==> src/rtl/cnt_capture_fifo_pkg.sv <==
// Shared sizing and flag types for the counter-capture FIFO.
// Defaults match the 8-bit loadable counter feeding it.
package cnt_capture_fifo_pkg;

  localparam int CNT_W          = 8;
  localparam int CNT_FIFO_DEPTH = 8;
  localparam int CNT_FIFO_AW    = 3;

  typedef struct packed {
    logic ovf;
    logic udf;
  } fifo_flags_t;

  // Sticky flag update: a set condition in the same cycle beats a clear.
  function automatic logic sticky_next(input logic cur, input logic set, input logic clr);
    return set | (cur & ~clr);
  endfunction

endpackage

==> src/rtl/cnt_fifo_mem.sv <==
// Capture storage: synchronous write port, asynchronous read port for show-ahead.
// Contents are intentionally not reset.
module cnt_fifo_mem #(
  parameter int DATA_W = 8,
  parameter int DEPTH  = 8,
  parameter int ADDR_W = 3
) (
  input  logic              clk,
  input  logic              we,
  input  logic [ADDR_W-1:0] waddr,
  input  logic [DATA_W-1:0] wdata,
  input  logic [ADDR_W-1:0] raddr,
  output logic [DATA_W-1:0] rdata
);

  logic [DATA_W-1:0] mem_reg [DEPTH];

  always_ff @(posedge clk) begin
    if (we) begin
      mem_reg[waddr] <= wdata;
    end
  end

  assign rdata = mem_reg[raddr];

endmodule

==> src/rtl/cnt_capture_fifo.sv <==
// Captures counter snapshots on a strobe into a circular buffer, popped in order.
// Status outputs derive only from registered state, so cap/rd/CNT never reach them combinationally.
module cnt_capture_fifo
  import cnt_capture_fifo_pkg::*;
#(
  parameter int DATA_W = CNT_W,
  parameter int DEPTH  = CNT_FIFO_DEPTH,
  parameter int ADDR_W = CNT_FIFO_AW
) (
  input  logic              clk,
  input  logic              res,
  input  logic [DATA_W-1:0] CNT,
  input  logic              cap,
  input  logic              rd,
  input  logic              clr_flags,
  output logic [DATA_W-1:0] dout,
  output logic              empty,
  output logic              full,
  output logic [ADDR_W:0]   level,
  output logic              ovf,
  output logic              udf
);

  localparam logic [ADDR_W:0] LEVEL_FULL = (ADDR_W+1)'(DEPTH);

  logic [ADDR_W-1:0] wr_ptr_reg, rd_ptr_reg;
  logic [ADDR_W:0]   level_reg, level_next;
  fifo_flags_t       flags_reg, flags_next;
  logic              push, pop;
  logic [DATA_W-1:0] head_data;

  assign empty = (level_reg == '0);
  assign full  = (level_reg == LEVEL_FULL);

  // A pop frees the slot a full-buffer push needs, so rd lets cap through when full.
  assign push = cap & (~full | rd);
  assign pop  = rd & ~empty;

  always_comb begin
    level_next = level_reg;
    case ({push, pop})
      2'b10:   level_next = level_reg + 1'b1;
      2'b01:   level_next = level_reg - 1'b1;
      default: level_next = level_reg;
    endcase
  end

  always_comb begin
    flags_next     = flags_reg;
    flags_next.ovf = sticky_next(flags_reg.ovf, cap & full & ~rd, clr_flags);
    flags_next.udf = sticky_next(flags_reg.udf, rd & empty, clr_flags);
  end

  always_ff @(posedge clk) begin
    if (res) begin
      wr_ptr_reg <= '0;
      rd_ptr_reg <= '0;
      level_reg  <= '0;
      flags_reg  <= '0;
    end else begin
      if (push) wr_ptr_reg <= wr_ptr_reg + 1'b1;
      if (pop)  rd_ptr_reg <= rd_ptr_reg + 1'b1;
      level_reg <= level_next;
      flags_reg <= flags_next;
    end
  end

  cnt_fifo_mem #(
    .DATA_W (DATA_W),
    .DEPTH  (DEPTH),
    .ADDR_W (ADDR_W)
  ) u_mem (
    .clk   (clk),
    .we    (push & ~res),
    .waddr (wr_ptr_reg),
    .wdata (CNT),
    .raddr (rd_ptr_reg),
    .rdata (head_data)
  );

  assign dout  = empty ? '0 : head_data;
  assign level = level_reg;
  assign ovf   = flags_reg.ovf;
  assign udf   = flags_reg.udf;

endmodule

==> config.mk <==
export PLATFORM = sky130hd
export DESIGN_NAME = cnt_capture_fifo
export DESIGN_NICKNAME = d
export VERILOG_FILES = /design/src/rtl/cnt_capture_fifo_pkg.sv /design/src/rtl/cnt_fifo_mem.sv /design/src/rtl/cnt_capture_fifo.sv
export SDC_FILE = /design/constraint.sdc
export NUM_CORES = 1
export LEC_CHECK = 0
export CAP_MARGIN = 10
export CORE_MARGIN = 8
export CORE_UTILIZATION = 50
export CTS_CLUSTER_SIZE = 16
export DETAILED_ROUTE_END_ITERATION = 10
export PLACE_DENSITY = 0.82
export SYNTH_ARGS = -nofsm -noshare
export SYNTH_HDL_FRONTEND = slang
export SYNTH_SLANG_ARGS = --single-unit
==> constraint.sdc <==
create_clock -name clk -period 2.75 [get_ports clk]
set_input_delay 0.275 -clock clk [delete_from_list [all_inputs] [get_ports clk]]
set_output_delay 0.275 -clock clk [all_outputs]
set_load 0.02 [all_outputs]
# Yosys cells after proc, flatten, opt, wreduce, memory -nomap -nowiden

Memory sizes are Yosys's and may differ from the RTL's. A register that Yosys moved wholly into a read port is not among the register bits.
Cells that the tools add are included.

Equal/unequal tests: 3
Bitwise operators: 16
Reductions and logical operators: 2
Add/sub/neg operators: 4
Multiplexer cells: 6

Operators by type and width:

| kind                  | count |
|---|---|
| $and A1 B1 Y1         | 8 |
| $mux W8               | 1 |
| $pmux W4 S2           | 1 |
| $add A3 B1 Y3 const B | 2 |
| $mux W3               | 2 |
| $not A1 Y1            | 5 |
| $add A4 B1 Y4 const B | 1 |
| $eq A4 B4 Y1 const B  | 1 |
| $logic_not A4 Y1      | 1 |
| $sub A4 B1 Y4 const B | 1 |
| $or A1 B1 Y1          | 3 |
| $eq A2 B1 Y1 const B  | 1 |
| $eq A2 B2 Y1 const B  | 1 |
| $mux W1               | 2 |
| $reduce_bool A2 Y1    | 1 |

Word-level logic and storage cells: 37
Memories: 1
Register bits: 12
Bits in writable memories: 64
Output and inout bits: 16
Input port bits: 13

Memory list:

| memory        | words | bits a word | read ports | clocked after memory_dff | write ports | line               | RTL |
|---|---|---|---|---|---|---|---|
| u_mem.mem_reg | 8     | 8           | 1          | 1                        | 1           | cnt_fifo_mem.sv:16 | `logic [DATA_W-1:0] mem_reg [DEPTH];` |

# Depth between registers and ports, before layout

Gate-level depths: netlist of run 1.

Depth after elaboration: 7
Mapped depth: 10
Gate-level depth less buffers: 9

# Modules after synthesis

Synthesis of run 1 repeated with hierarchy kept, for this count alone.

Cell total of the unflattened synthesis: 181
Area total of the unflattened synthesis: 3,209.3 um2

Modules (own cells, without submodules):

| module           | instances | cells an instance | area each (um2) | sequential area each (um2) |
|---|---|---|---|---|
| cnt_fifo_mem     | 1         | 106               | 2,531.2         | 1,921.8 |
| cnt_capture_fifo | 1         | 75                | 678.2           | 240.2 |

# Worst setup path after synthesis of run 1

Ideal clock, no wire load.

Path type: register to register
Start point: reg level_reg[1] (netlist: level[1])
End point: reg level_reg[2] (netlist: level[2])
Period minus slack after synthesis: 2,584 ps
Data required time: 2,680 ps
Stages on the path, launching flop included: 11
Library setup time: 70 ps
Data arrival time: 2,514 ps
Path slack: 166 ps
Buffers on the path: 1
Cell sequence: dfxtp_1 -> or4b_1 -> buf_2 -> o21ai_4 -> ha_1 -> xor2_1 -> ha_1 -> a21oi_1 -> xor2_1 -> or3_1 -> a21oi_1

Cells in the longest elaborated chain, start to end: 6
Elaborated cells between the ends (all ways): 13
Classes of those cells: add/sub (2); eq/ne (3); mux (1); bitwise (5); reduce/logical (2)

RTL lines:

| what                                                     | line                   | RTL |
|---|---|---|
| from (decl)                                              | cnt_capture_fifo.sv:27 | `logic [ADDR_W:0] level_reg, level_next;` |
| from (signal assigned)                                   | cnt_capture_fifo.sv:63 | `level_reg <= level_next;` |
| $eq A4 B4 Y1                                             | cnt_capture_fifo.sv:33 | `assign full = (level_reg == LEVEL_FULL);` |
| $not A1 Y1                                               | cnt_capture_fifo.sv:36 | `assign push = cap & (~full \| rd);` |
| $or A1 B1 Y1                                             | cnt_capture_fifo.sv:36 |  |
| $and A1 B1 Y1                                            | cnt_capture_fifo.sv:36 |  |
| $eq A2 B1 Y1 / $eq A2 B2 Y1 (equally long branches)      | cnt_capture_fifo.sv:41 | `case ({push, pop})` |
| $pmux W4 S2 / $reduce_bool A2 Y1 (equally long branches) | n/a                    |  |

Several ways; a longest one is shown, not always the timed one.
A chain may end at the register's enable or synchronous reset.

==> flow_summary_export.csv, run 1 <==
group,metric,value,unit
job,max_cap_viol_count,0,
pwr,power_leakage,1.30,nW
cts,clk-insertion-delay-late,0.34,ns
cts,cts_made_buffers,9,
pwr,powerDensity,894,mW/mm^2
timing,hold_viol,0,
final_layout,layout_commonest_cell,"edfxtp_1",
synthesis,synth-seq-area-share,0.699,
timing,relSlewSlack,0.622,
global_route,grt_pass1_wl,9320,um
global_route,antenna_found_initial,0,
worst_setup_path,startpoint_type,"register",
routing,ant_nets,0,
placed_design,dpl-instance-area,0.00366,mm^2
timing,drv_slew,0,
synthesis,ys_ff_latch,79,
floorplan,core_area,0.00624,mm^2
hold_path,whs_path_depth,2,
placed_design,place_inst,299,
synthesis,synthSimpleGateAreaFrac,0.0724,
floorplan,die_w,95.7,um
worst_setup_path,r2r_start,"level[2]",
cts,cts_root_buf,"clkbuf_8",
worst_setup_path,arrival,2.28,ns
final_layout,drive_above_1_share,0.223,
floorplan,row_count,29,
floorplan,start_util,0.509,
final_layout,fin_util,0.622,
hold_path,min_to,"rd_ptr_reg[2]",
synthesis,ys_warn_count,0,
routing,wl,5710,um
synthesis,synth_compound_area_frac,0.0240,
worst_setup_path,crit_type,"register to primary output",
worst_setup_path,crit_chain,"buf_6 -> mux4_2 -> mux2i_1 -> nor2_1 -> clkdlybuf4s50_1",
cts,htreeDepth,3,
placed_design,place.gp.congestion,0.827,
hold_path,worstHoldStart,"rd_ptr_reg[2]",
worst_setup_path,reg2reg_depth,9,
global_route,grt_max_degree,17,
routing,via_count,1726,
routing,drc,0,
cts,ctsHoldBuffers,0,
worst_setup_path,reg2reg_slack,0.22,ns
floorplan,fp.dieH,95.7,um
global_route,grt_pass1_vias,1828,
timing,worst_slew_pin_slew,0.566,ns
synthesis,synth_area,0.00318,mm^2
cts,clock_path_buffers,2,
timing,finalSetupTns,0,ns
outcome,outcome,"completed",
final_layout,final_cells,315,
floorplan,dieArea,0.00917,mm^2
hold_path,hp-class,"register to register",
final_layout,nets,251,
global_route,grt_use_total,0.140,
synthesis,synth_area_leaders,"edfxtp_1 (60%), mux4_2 (11%), dfxtp_1 (9.4%), mux2i_1 (3.5%), nor2_1 (2.8%)",
worst_setup_path,end_kind,"primary output",
floorplan,boundaryPins,29,
cts,cts_sinks,79,
routing,drt-vias-per-instance,5.48,
worst_setup_path,path_buf_inv,2,
timing,clock_skew,0.00822,ns
cts,path_clk_slew,0.07,ns
worst_setup_path,r2r_end,"level[2]",
routing,drt_iter0_drc,57,
final_layout,largest_register_ffs,64,
synthesis,avgSynthCellArea,17.1,um^2
final_layout,final_cell_mix,"edfxtp_1 (64), clkdlybuf4s50_1 (28), nor2_1 (24)",
synthesis,synth_top_family_by_area,"multiplexers",
final_layout,syn_to_final_growth,22.1,%
final_layout,n_antenna_cell,0,
synthesis,synthesis.nets,204,
timing,fin_crit_sh,0.928,
global_route,overflow,0,
synthesis,synth_top_area_cell,"edfxtp_1",
pwr,ir_worst_vdd,605,uV
final_layout,nFillCells,455,
routing,avgRoutedWirePerCell,18.1,um
worst_setup_path,critical_path.top_delay_family,"buffers and inverters",
synthesis,ys_types,29,
placed_design,hpwl,3910,um
synthesis,synthCells,186,
synthesis,synth.mux.area_fraction,0.152,
cts,cts_tree,"built",
timing,rsz0062_at_grt,"no",
routing,firstDrtPassIters,4,
timing,setup_violations,0,
synthesis,synth_xor_area_frac,0.0193,
worst_setup_path,required,2.48,ns
worst_setup_path,cp_slowest_stage_delay,0.54,ns
timing,min_period,2.55,ns
synthesis,synthAdderAreaFrac,0.0197,
worst_setup_path,cp_slowest_cell,"mux4_2",
worst_setup_path,worstPathMaxFanout,16,
placed_design,port_buffers,28,
final_layout,finalInstanceArea,0.00388,mm^2
synthesis,synth_top_area_frac,0.604,
timing,timing.fmax,392,MHz
## power by group
group	switching, mW	total (mW)	internal [mW]
combinational	0.567	1.13	0.567
sequential	0.0701	1.44	1.37
clock	0.392	0.901	0.508
## tightest hold or removal path, cell delays in order (launching register included)
cell and delay (ns):
dfxtp_1 0.33, xor2_1 0.06, nor2_1 0.11
## metrics by stage
stage	worst slack, ns	power, mW	hold slack [ns]
CTS	0.0792	3.50	0.543
global placement	0.281	2.58	0.502
detailed placement	0.155	2.61	0.520
floorplan	0.166	2.12	0.374
finish	0.197	3.47	0.539
global route	0.0515	3.64	0.600
## layer usage
metal	global-route usage	wire length, um	vias to the layer above
met5	0	0	-
met4	0.0615	124	0
met3	0.0491	394	13
met2	0.232	2870	56
met1	0.161	2330	840
li1	-	-	817
## worst max-delay path by stage
stage	start	end	slack, ns	depth (start not counted)
finish	register	dout[0]	0.20	5
global route	register	dout[0]	0.05	5
CTS	register	dout[0]	0.08	5
detailed placement	level[2]	level[2]	0.15	9
global placement	level[2]	level[2]	0.28	9
floorplan	level[1]	level[2]	0.17	10
## cell usage after synthesis, drive strengths merged
cell     n
mux4    16
nor3b    1
nor3     3
nand2    1
nor4     3
nand3b   3
nor4bb   1
or4b     1
nor4b    1
nor2    24
dfxtp   15
inv      1
mux2i   11
xnor2    1
xor2     6
a211o    1
nand2b   2
o211ai   2
buf      5
a21oi    6
nor2b    4
ha       5
edfxtp  64
mux2     1
clkbuf   5
or3      1
o21ai    2
## timing repair
| item | CTS | global route |
|---|---|---|
| endpoints found under the setup margin | 0 | 2 |
| setup buffers | 0 | 0 |
| gates resized for setup | 0 | 2 |
| hold endpoints to repair | 0 | 0 |
## final cells by class
cell class	count	area [um^2]	share of cell area
timing repair buffer	46	419	0.108
clock buffer	10	128	0.0329
tap	77	96.3	0.0248
multi-input combinational	96	928	0.239
inverter	1	3.75	0.000967
sequential	79	2220	0.572
clock inverter	6	85.1	0.0219
## cell families (layout without fill, tap and decap cells)
logic type | Yosys count | after routing
xor gates and xnor gates | 7 | 7
and+or+nand+nor | 45 | 45
buffers and inverters | 11 | 63
DFF | 79 | 79
muxes | 28 | 28
AOI/OAI and AO/OA | 11 | 11
adders and majority gates | 5 | 5
No activity file was read; power rests on OpenSTA's default activity.
==> run 2: changes to the inputs <==
==> constraint.sdc (replaced) <==
create_clock -name clk -period 2.9 [get_ports clk]
set_input_delay 0.29 -clock clk [delete_from_list [all_inputs] [get_ports clk]]
set_output_delay 0.29 -clock clk [all_outputs]
set_load 0.02 [all_outputs]
==> run 2 against run 1 <==
  * Hold slack hardly changed
  * Critical path depth is 4 higher
  * Die area unchanged
  * Sequential power shrank 5%
  * Final area is 1.3% lower
  * Critical path type is now register to register
  * Final cell count down 0.95%
  * Sequential cell count is the same
  * Combinational power fell by 7%
  * Count of clock-buffer cells in the layout is 2 higher
  * Largest power group unchanged
  * Wire length increased by 0.91%
==> flow_summary_export.csv, run 2 (synthesized netlist as in run 1, its figures left out) <==
group,metric,value,unit
timing,drv_slew,0,
floorplan,dieArea,0.00917,mm^2
worst_setup_path,r2r_end,"level[2]",
pwr,power_frac_seq,0.427,
global_route,antenna_found_initial,0,
cts,ctsHoldBuffers,0,
pwr,power,3.20,mW
final_layout,fin_util,0.614,
worst_setup_path,startpoint_type,"register",
routing,drt-vias-per-instance,5.50,
global_route,grt_pass1_vias,1745,
floorplan,row_count,29,
pwr,combinationalPowerShare,0.329,
timing,rsz0062_at_grt,"no",
final_layout,drive_above_1_share,0.213,
routing,via_count,1716,
timing,relSlewSlack,0.629,
worst_setup_path,required,3.18,ns
routing,ant_nets,0,
final_layout,seqCellArea,0.00222,mm^2
worst_setup_path,reg2reg_slack,0.21,ns
timing,min_period,2.69,ns
cts,clk-insertion-delay-late,0.35,ns
timing,setup_violations,0,
placed_design,port_buffers,28,
routing,wl,5760,um
cts,cts_root_buf,"clkbuf_8",
placed_design,hpwl,3850,um
cts,cts_made_buffers,9,
final_layout,layout_commonest_cell,"edfxtp_1",
final_layout,n_antenna_cell,0,
cts,cts_sinks,79,
final_layout,final_cell_mix,"edfxtp_1 (64), clkdlybuf4s50_1 (28), nor2_1 (24)",
floorplan,fp.dieH,95.7,um
job,max_cap_viol_count,0,
pwr,internal_power,2.24,mW
pwr,power_leakage,1.27,nW
global_route,overflow,0,
cts,cts_tree,"built",
worst_setup_path,crit_type,"register to register",
global_route,grt_pass1_wl,9140,um
floorplan,core_area,0.00624,mm^2
timing,finalSetupTns,0,ns
cts,cts_resized,0,
pwr,switching_share,0.302,
timing,timing.fmax,372,MHz
hold_path,hp-class,"register to register",
worst_setup_path,worstPathMaxFanout,8,
timing,hold_viol,0,
routing,drt_iter0_drc,79,
global_route,grt_use_total,0.140,
final_layout,nets,248,
pwr,powerDensity,836,mW/mm^2
final_layout,multiInputGateArea,925,um^2
cts,path_clk_slew,0.08,ns
outcome,outcome,"completed",
worst_setup_path,r2r_start,"level[1]",
final_layout,syn_to_final_growth,20.5,%
final_layout,nFillCells,468,
worst_setup_path,arrival,2.97,ns
timing,fin_crit_sh,0.926,
timing,clock_skew,0.00960,ns
worst_setup_path,end_kind,"register",
pwr,ir_worst_vdd,625,uV
worst_setup_path,reg2reg_depth,9,
floorplan,boundaryPins,29,
routing,firstDrtPassIters,4,
hold_path,worstHoldStart,"rd_ptr_reg[2]",
global_route,grt_max_degree,17,
cts,clock_path_buffers,2,
placed_design,place.gp.congestion,0.855,
cts,htreeDepth,3,
pwr,power.share.clock,0.244,
routing,avgRoutedWirePerCell,18.5,um
timing,worst_slew_pin_slew,0.556,ns
floorplan,start_util,0.509,
routing,drc,0,
pwr,power.switching,0.966,mW
hold_path,whs_path_depth,2,
final_layout,largest_register_ffs,64,
floorplan,die_w,95.7,um
## run 2: how the worst max path moves through the flow
stage                  start  endpoint  cells past startpoint
CTS                 level[1]  level[2]                      9
finish              level[1]  level[2]                      9
floorplan           level[1]  level[2]                     10
global route        level[1]  level[2]                      9
global placement    level[1]  level[2]                      9
detailed placement  level[1]  level[2]                      9
## run 2: final cells by class
class | instances | area share
well taps | 77 | 0.0251
clock buffers | 12 | 0.0379
clock inverters | 4 | 0.0124
inverters | 1 | 0.000979
repair buffers | 43 | 0.103
multi-input cells | 96 | 0.241
flip-flops and latches | 79 | 0.580
## run 2: timing repair
action,4_1_cts,5_1_grt
hold endpoints to repair,0,0
endpoints found under the setup margin,0,1
buffers inserted,0,2
## run 2: power by group through the flow
stage / clock network, mW / logic [mW] / registers [mW]
2_1_floorplan: 0 / 0.605 / 1.41
3_3_place_gp: 0 / 1.04 / 1.39
3_5_place_dp: 0 / 1.06 / 1.39
4_1_cts: 0.801 / 1.07 / 1.37
5_1_grt: 0.846 / 1.15 / 1.38
6_report: 0.782 / 1.05 / 1.37
## run 2: stage by stage
step | worst slack (ns) | instance area, um^2 | cells | hold WS (ns)
finish | 0.214 | 3830 | 312 | 0.539
global route | 0.0995 | 3830 | 312 | 0.556
CTS | 0.101 | 3820 | 310 | 0.542
detailed placement | 0.140 | 3620 | 294 | 0.524
global placement | 0.262 | 3620 | 294 | 0.505
floorplan | 0.316 | 3180 | 186 | 0.389
## run 2: worst max-delay path, stage by stage (launching register included)
cell and delay (ns):
dfxtp_1 0.39, or4b_1 0.69, o21ai_4 0.20, ha_1 0.29
xor2_1 0.10, ha_1 0.19, a21oi_1 0.19, xor2_1 0.11
or3_1 0.31, a21oi_1 0.14
## run 2: per-layer routing
metal,GRT usage,part of all wire,vias up
li1,-,-,805
met1,0.172,0.43,855
met2,0.217,0.49,45
met3,0.0374,0.054,11
met4,0.0845,0.024,0
met5,0,0,-
==> run 3: changes to the inputs <==
--- a/config.mk
+++ b/config.mk
@@ -6,10 +6,12 @@
 export NUM_CORES = 1
 export LEC_CHECK = 0
 export CAP_MARGIN = 10
+export CORE_ASPECT_RATIO = 0.75
 export CORE_MARGIN = 8
 export CORE_UTILIZATION = 50
 export CTS_CLUSTER_SIZE = 16
 export DETAILED_ROUTE_END_ITERATION = 10
+export MAX_ROUTING_LAYER = met4
 export PLACE_DENSITY = 0.82
 export SYNTH_ARGS = -nofsm -noshare
 export SYNTH_HDL_FRONTEND = slang
==> run 3 against run 2 <==
  * Sequential cell count unchanged
  * Via count about the same
  * Critical path depth unchanged
  * Sequential power about the same
  * Maximum frequency increased by 3.0%
  * Wire length about the same
==> flow_summary_export.csv, run 3 (synthesized netlist as in run 1, its figures left out) <==
group,metric,value,unit
worst_setup_path,cp_slowest_stage_delay,0.68,ns
hold_path,whs_path_depth,2,
worst_setup_path,reg2reg_slack,0.29,ns
timing,drv_slew,0,
routing,drt_iter0_drc,97,
floorplan,die_w,108,um
final_layout,largest_register_ffs,64,
cts,cts_root_buf,"clkbuf_8",
placed_design,dpl-instance-area,0.00364,mm^2
pwr,ir_worst_vdd,482,uV
worst_setup_path,r2r_end,"level[2]",
final_layout,n_antenna_cell,0,
worst_setup_path,required,3.18,ns
timing,finalSetupTns,0,ns
pwr,powerDensity,843,mW/mm^2
placed_design,place.gp.congestion,0.797,
floorplan,boundaryPins,29,
routing,via_count,1715,
placed_design,hpwl,3840,um
timing,rsz0062_at_grt,"no",
global_route,grt_max_degree,19,
timing,relSlewSlack,0.643,
worst_setup_path,cp_slowest_cell,"or4b_1",
cts,clk-insertion-delay-late,0.34,ns
final_layout,finalInstanceArea,0.00385,mm^2
global_route,grt_pass1_wl,9330,um
hold_path,worstHoldStart,"rd_ptr_reg[1]",
routing,drc,0,
routing,avgRoutedWirePerCell,18.3,um
floorplan,dieArea,0.00919,mm^2
floorplan,row_count,25,
global_route,antenna_found_initial,0,
timing,hold_viol,0,
cts,ctsHoldBuffers,0,
worst_setup_path,r2r_start,"level[1]",
cts,cts_resized,0,
global_route,overflow,0,
global_route,grt_use_total,0.141,
timing,clock_skew,0.00913,ns
job,max_cap_viol_count,0,
final_layout,layout_commonest_cell,"edfxtp_1",
cts,cts_tree,"built",
global_route,grt_pass1_vias,1858,
floorplan,core_area,0.00622,mm^2
worst_setup_path,crit_type,"register to register",
cts,path_clk_slew,0.07,ns
timing,timing.fmax,384,MHz
final_layout,nets,247,
worst_setup_path,arrival,2.88,ns
timing,worst_slew_pin_slew,0.534,ns
final_layout,nFillCells,465,
routing,ant_nets,0,
routing,wl,5760,um
cts,cts_sinks,79,
routing,firstDrtPassIters,4,
floorplan,fp.dieH,85.1,um
timing,setup_violations,0,
worst_setup_path,reg2reg_depth,9,
pwr,power_leakage,1.28,nW
cts,cts_setup_buffers,0,
worst_setup_path,end_kind,"register",
hold_path,min_to,"rd_ptr_reg[1]",
final_layout,drive_above_1_share,0.209,
final_layout,final_cell_mix,"edfxtp_1 (64), clkdlybuf4s50_1 (28), nor2_1 (24)",
cts,htreeDepth,3,
worst_setup_path,startpoint_type,"register",
outcome,outcome,"completed",
final_layout,syn_to_final_growth,21.1,%
floorplan,start_util,0.511,
cts,clock_path_buffers,2,
routing,drt-vias-per-instance,5.44,
timing,fin_crit_sh,0.899,
placed_design,port_buffers,28,
hold_path,hp-class,"register to register",
cts,cts_made_buffers,9,
worst_setup_path,crit_chain,"or4b_1 -> o21ai_4 -> ha_1 -> xor2_1 -> ha_1 -> a21oi_1 -> xor2_1 -> or3_1 -> a21oi_1",
worst_setup_path,worstPathMaxFanout,8,
timing,min_period,2.61,ns
final_layout,fin_util,0.618,
[run 3: cell types whose count changed in the layout (fill, tap and decap cells not counted)]
cell	before	now
clkbuf_8	10	12
clkinvlp_4	1	0
clkinv_2	2	0
buf_4	15	14
clkinv_4	0	1
[run 3: stage by stage]
stage / total power, mW / setup slack (ns) / hold WS, ns / instances
floorplan: 2.01 / 0.316 / 0.389 / 186
global placement: 2.43 / 0.390 / 0.506 / 299
detailed placement: 2.45 / 0.327 / 0.533 / 299
CTS: 3.29 / 0.261 / 0.549 / 315
global route: 3.41 / 0.131 / 0.610 / 315
finish: 3.25 / 0.293 / 0.541 / 315
[run 3: layout make-up]
class	instances	area, um^2	share of cell area
clock inverters	2	38.8	0.0101
flip-flops and latches	79	2220	0.577
clock buffers	14	173	0.0449
multi-input cells	96	925	0.240
well taps	81	101	0.0263
repair buffers	42	385	0.100
inverters	1	3.75	0.000975
[run 3: layer usage]
layer | part of all wire | track usage
met2 | 0.49 | 0.209
met3 | 0.048 | 0.0537
met5 | 0 | -
met4 | 0.015 | 0.0515
met1 | 0.44 | 0.171
[run 3: worst max-delay path by stage]
stage,startpoint,to,slack (ns),cells past startpoint
after floorplan,level[1],level[2],0.32,10
after global placement,level[1],level[2],0.39,9
after detailed placement,level[1],level[3],0.33,7
after CTS,register,dout[4],0.26,5
after global routing,level[1],level[2],0.13,9
final,level[1],level[2],0.29,9
[run 3: power breakdown]
group          switching (mW)  internal (mW)  leakage [nW]
registers              0.0755           1.30         0.701
logic                   0.533          0.512         0.471
clock network           0.358          0.471         0.107
[run 3: critical path, delay by kind of cell, from the launching register on]
family,cells,cell delay [ns]
AND/OR/NAND/NOR,2,0.99
adder cells (fa/ha/maj),2,0.45
flip-flops,1,0.39
AO/OA/AOI/OAI,3,0.38
XOR/XNOR,2,0.33
